==> src/rtl/rd_control.sv <==
// rtl/rd_control.sv - UART configuration read-back controller
//
// Snapshots the configuration register bank on a start request and sends it
// byte 0 first through the UART transmitter, pacing every byte on the
// transmitter's ready flag (drop = byte taken, rise = byte finished).
//
// Ports:
//   clk        system clock, all logic on the rising edge
//   rst        synchronous reset, active low
//   start_rd   read-back request (level); sampled only while idle or holding
//   conf_data  configuration bank, byte 0 = conf_data[7:0]
//   tx_rdy     UART TX idle flag (1 = can accept a byte)
//   tx_data    byte presented to the UART, registered
//   tx_start   one-cycle load strobe to the UART, registered
//   done_rd    one-cycle pulse once the final byte has left the UART
//   busy       high from the accepted request until done_rd
//   rd_leds    index of the byte currently in flight

module rd_control #(
    parameter int NUM_BYTES = 8
) (
    input  logic                   clk,
    input  logic                   rst,
    input  logic                   start_rd,
    input  logic [8*NUM_BYTES-1:0] conf_data,
    input  logic                   tx_rdy,
    output logic [7:0]             tx_data,
    output logic                   tx_start,
    output logic                   done_rd,
    output logic                   busy,
    output logic [2:0]             rd_leds
);

    localparam int         SHREG_W  = 8 * NUM_BYTES;
    localparam logic [2:0] LAST_IDX = 3'(NUM_BYTES - 1);

    typedef enum logic [2:0] {
        IDLE,
        SEND,
        WAIT_BUSY,
        WAIT_IDLE,
        DONE,
        HOLD
    } state_t;

    state_t               state;
    state_t               state_next;
    logic [SHREG_W-1:0]   shreg;
    logic [SHREG_W-1:0]   shreg_next;
    logic [2:0]           cnt;
    logic [2:0]           cnt_next;
    logic [7:0]           tx_data_next;
    logic                 tx_start_next;
    logic                 done_next;
    logic                 busy_next;

    always_ff @(posedge clk) begin
        if (!rst) begin
            state    <= IDLE;
            shreg    <= '0;
            cnt      <= '0;
            tx_data  <= '0;
            tx_start <= 1'b0;
            done_rd  <= 1'b0;
            busy     <= 1'b0;
        end else begin
            state    <= state_next;
            shreg    <= shreg_next;
            cnt      <= cnt_next;
            tx_data  <= tx_data_next;
            tx_start <= tx_start_next;
            done_rd  <= done_next;
            busy     <= busy_next;
        end
    end

    always_comb begin
        state_next    = state;
        shreg_next    = shreg;
        cnt_next      = cnt;
        tx_data_next  = tx_data;
        tx_start_next = 1'b0;
        done_next     = 1'b0;
        busy_next     = busy;

        case (state)
            IDLE: begin
                if (start_rd) begin
                    // The whole bank is captured here so later register
                    // writes cannot tear the transfer.
                    shreg_next = conf_data;
                    cnt_next   = '0;
                    busy_next  = 1'b1;
                    state_next = SEND;
                end
            end
            SEND: begin
                if (tx_rdy) begin
                    tx_data_next  = shreg[7:0];
                    tx_start_next = 1'b1;
                    state_next    = WAIT_BUSY;
                end
            end
            WAIT_BUSY: begin
                // Only the falling ready proves the UART latched the byte;
                // a lingering or glitching high is not progress.
                if (!tx_rdy) begin
                    state_next = WAIT_IDLE;
                end
            end
            WAIT_IDLE: begin
                if (tx_rdy) begin
                    if (cnt == LAST_IDX) begin
                        // Outputs are registered, so the pulse and the busy
                        // drop are visible while the FSM sits in DONE.
                        done_next  = 1'b1;
                        busy_next  = 1'b0;
                        state_next = DONE;
                    end else begin
                        cnt_next   = cnt + 3'd1;
                        shreg_next = shreg >> 8;
                        state_next = SEND;
                    end
                end
            end
            DONE: begin
                state_next = HOLD;
            end
            HOLD: begin
                // A level request must be released before it can rearm.
                if (!start_rd) begin
                    state_next = IDLE;
                end
            end
            default: begin
                state_next = IDLE;
            end
        endcase
    end

    assign rd_leds = cnt;

endmodule

==> config.mk <==
export PLATFORM = sky130hd
export DESIGN_NAME = rd_control
export DESIGN_NICKNAME = d
export VERILOG_FILES = /design/src/rtl/rd_control.sv
export SDC_FILE = /design/constraint.sdc
export NUM_CORES = 1
export LEC_CHECK = 0
export CELL_PAD_IN_SITES_DETAIL_PLACEMENT = 1
export CELL_PAD_IN_SITES_GLOBAL_PLACEMENT = 1
export CORE_MARGIN = 10
export CORE_UTILIZATION = 40
export CTS_CLUSTER_DIAMETER = 200
export DETAILED_ROUTE_END_ITERATION = 6
export DONT_BUFFER_PORTS = 1
export PLACE_DENSITY = 0.7
export SETUP_SLACK_MARGIN = 0.05
export SYNTH_ARGS = -nofsm -noshare
export SYNTH_HDL_FRONTEND = slang
export SYNTH_SLANG_ARGS = --single-unit
==> constraint.sdc <==
create_clock -name clk -period 2.04 [get_ports clk]
set_input_delay 0.408 -clock clk [delete_from_list [all_inputs] [get_ports clk]]
set_output_delay 0.408 -clock clk [all_outputs]
set_load 0.02 [all_outputs]
==> impl_metrics.py <==
metrics = {
    "flow_run": {
        "max_cap_violations": 0,
    },
    "place": {
        "gp_congestion": 0.716,
        "hpwlAfterDp_um": 5880,
        "placed_cells": 507,
        "place_area_um2": 3400,
        "portBuffers": 0,
    },
    "synth": {
        "ys.warnings.count": 0,
        "yosys-top-cells-count": "142 x nand2_1, 81 x dfxtp_1, 65 x o21ai_0",
        "synthDistinctLibCells": 29,
        "ys_ff_latch": 81,
        "synth_edf_count": 0,
        "synth-compound-area-share_pct": 23.8,
        "synth_top_family_by_area": "compound AO/OA/AOI/OAI gates",
        "syn_nets": 504,
        "synthArstFlopShare_pct": 0,
        "synth-main-ff-cell": "dfxtp_1",
        "yosys-mux-area-fraction_pct": 0,
        "netlist_area_um2": 3370,
        "synthTopCellsByArea": "dfxtp_1 48%, nand2_1 16%, a31oi_1 10%",
        "synth_area_leader_cell": "dfxtp_1",
        "avgSynthCellArea_um2": 7.78,
        "yosysSeqAreaShare_pct": 48.1,
        "yosys.area.top_type_share_pct": 48.1,
        "synth-simple-area-share_pct": 21.1,
        "netlist_instances": 434,
        "synth_adder_area_share_pct": 0.742,
        "synth_xor_area_share_pct": 0.260,
        "yosysMostFrequentCell": "nand2_1",
    },
    "global_routing": {
        "track_usage_pct": 13.7,
        "grt_max_degree": 93,
        "first_global_vias": 2865,
        "grt_pass1_wl_um": 14400,
        "gr-total-overflow": 0,
        "antenna_found_initial": 0,
    },
    "layout": {
        "antenna_cells": 0,
        "stdcell_area_um2": 3640,
        "finalNonFillerCells": 525,
        "drive_gt1_share_pct": 6.90,
        "final_util_pct": 44.3,
        "nNetsFinal": 485,
        "syn2layout_area_growth_pct": 7.79,
    },
    "floorplanning": {
        "dieArea_um2": 12500,
        "die_height_um": 112,
        "start_util_pct": 41.1,
        "io-pin-count": 82,
        "core_um2": 8220,
        "num_rows": 33,
        "die_w_um": 112,
    },
    "worst_setup_path": {
        "critPathMaxFanout": 59,
        "arrival_ps": 2110,
        "crit_required_ps": 2310,
        "rrSetupSlack_ps": 200,
        "crit_path_start": "rd_leds[0]$_SDFFE_PN0P_",
        "critical_path.startpoint_type": "register",
        "endpoint_kind": "register",
        "reg2reg_from": "rd_leds[0]$_SDFFE_PN0P_",
        "critPathKind": "reg2reg",
    },
    "clock_network": {
        "clkLatencyLatePin_ps": 350,
        "cts_tree": "built",
        "cts_root_buf": "clkbuf_8",
        "cts.clk_slew.worst_paths_ps": 90,
        "clk_path_buf_depth": 2,
        "h-tree-depth": 3,
        "clock_sinks": 81,
        "cts_made_buffers": 9,
    },
    "route": {
        "dr_total_vias": 2888,
        "routed_wl_um": 8970,
        "drc": 0,
        "routed_via_density": 5.50,
        "dr.pass1.iters": 4,
        "drt_iter0_markers": 160,
        "wl_per_cell_um": 17.1,
        "antenna_left": 0,
    },
    "power_and_ir_drop": {
        "pwr_density_cell_nw_per_um2": 939,
        "power.internal_w": 0.00247,
        "ir_worst_vdd_uv": 393,
        "pwr-share-clk_pct": 35.2,
        "power_switching_w": 0.000948,
        "switching_share_pct": 27.7,
        "leakage_nw": 1.38,
        "comb_power_share_pct": 11.2,
        "seqPwrFrac_pct": 53.5,
    },
    "timing": {
        "setup_violations": 0,
        "period_needed_ps": 1840,
        "hold_viol": 0,
        "worstMarginPinSlew_ps": 558,
        "grt_setup_unrepaired": "false",
        "slew-limit-headroom_pct": 62.7,
        "fmax_ghz": 0.544,
        "setup-tns-final_ps": 0,
        "maxSlewViolCount": 0,
        "finClkSkew_ps": 10.5,
        "period_share_pct": 90.2,
    },
    "min_path": {
        "hp-class": "in2reg",
        "min-delay-start": "rst",
    },
    "outcome": {
        "status": "finished, final reports clean",
    },
}
## repair_timing
item / in CTS / in global routing
buffers inserted: 0 / 1
gates resized for setup: 0 / 0
hold buffers: 0 / 0
setup endpoints to repair: 0 / 22
hold endpoints to repair: 0 / 0
## metal layers
layer	up-vias	track usage (%)	share of wire [%]
met2	56	21.4	47
met1	1360	17.0	46
li1	1462	-	-
met3	10	4.67	5.9
met4	0	4.88	1.1
met5	-	0	0
## final timing paths
check        cells after the start                endpoint
max                              7  shreg[28]$_SDFFE_PN0P_
min                              1     tx_start$_SDFF_PN0_
max reg2reg                      7  shreg[28]$_SDFFE_PN0P_
min reg2reg                      2  shreg[62]$_SDFFE_PN0P_
## critical path, cell delays in order (launching register included)
cell,delay (ps)
dfxtp_1,330
ha_1,200
ha_1,200
nand4b_1,230
a21oi_4,250
buf_12,260
o21ai_0,120
a31oi_1,160
## registers in the layout (all words and copies together) (netlist names)
register	flops
state	3
rd_leds	3
shreg	64
done_rd	1
tx_data	8
tx_start	1
busy	1
## cell type report
| class | instances | area, um^2 |
|---|---|---|
| Fill cell | 1006 | 4580 |
| Sequential cell | 81 | 1620 |
| Multi-Input combinational cell | 310 | 1550 |
| Tap cell | 105 | 131 |
| Clock buffer | 9 | 124 |
| Timing Repair Buffer | 10 | 118 |
| Clock inverter | 7 | 77.6 |
| Inverter | 3 | 11.3 |
## power groups by stage
stage | clock, W | combinational (W) | sequential (W)
after floorplan | 0 | 0.000329 | 0.00184
after global placement | 0 | 0.000352 | 0.00186
after detailed placement | 0 | 0.000365 | 0.00186
after CTS | 0.00124 | 0.000367 | 0.00183
after global routing | 0.00130 | 0.000440 | 0.00185
final | 0.00120 | 0.000384 | 0.00183
## cell usage in the layout, fill, tap and decap left out, types with 2 or more instances in the layout
| master | instances |
|---|---|
| nor2_1 | 4 |
| inv_6 | 2 |
| buf_4 | 7 |
| a21oi_1 | 2 |
| dfxtp_1 | 81 |
| and2_1 | 2 |
| nor3b_1 | 2 |
| inv_1 | 3 |
| clkinv_4 | 2 |
| a31oi_1 | 56 |
| o21a_1 | 2 |
| nand2_1 | 142 |
| nand4_1 | 10 |
| o21ai_1 | 3 |
| a21boi_0 | 8 |
| ha_1 | 2 |
| o21ai_0 | 65 |
| buf_12 | 2 |
| nor2b_1 | 2 |
| clkbuf_8 | 9 |
## logic make-up after synthesis
family          count (synthesis)
buf+inv                        43
flops                          81
xor+xnor                        1
simple gates                  169
fa+ha+maj                       2
compound gates                138
## metrics by stage
stage               setup slack [ps]  hold WS, ps  total power (W)
finish                           200          189          0.00342
global placement                 198          438          0.00222
floorplan                        299          429          0.00216
global route                    61.9          166          0.00359
CTS                              105          165          0.00344
detailed placement               122          450          0.00223
Note: power is estimated with default switching activity, not from simulation.
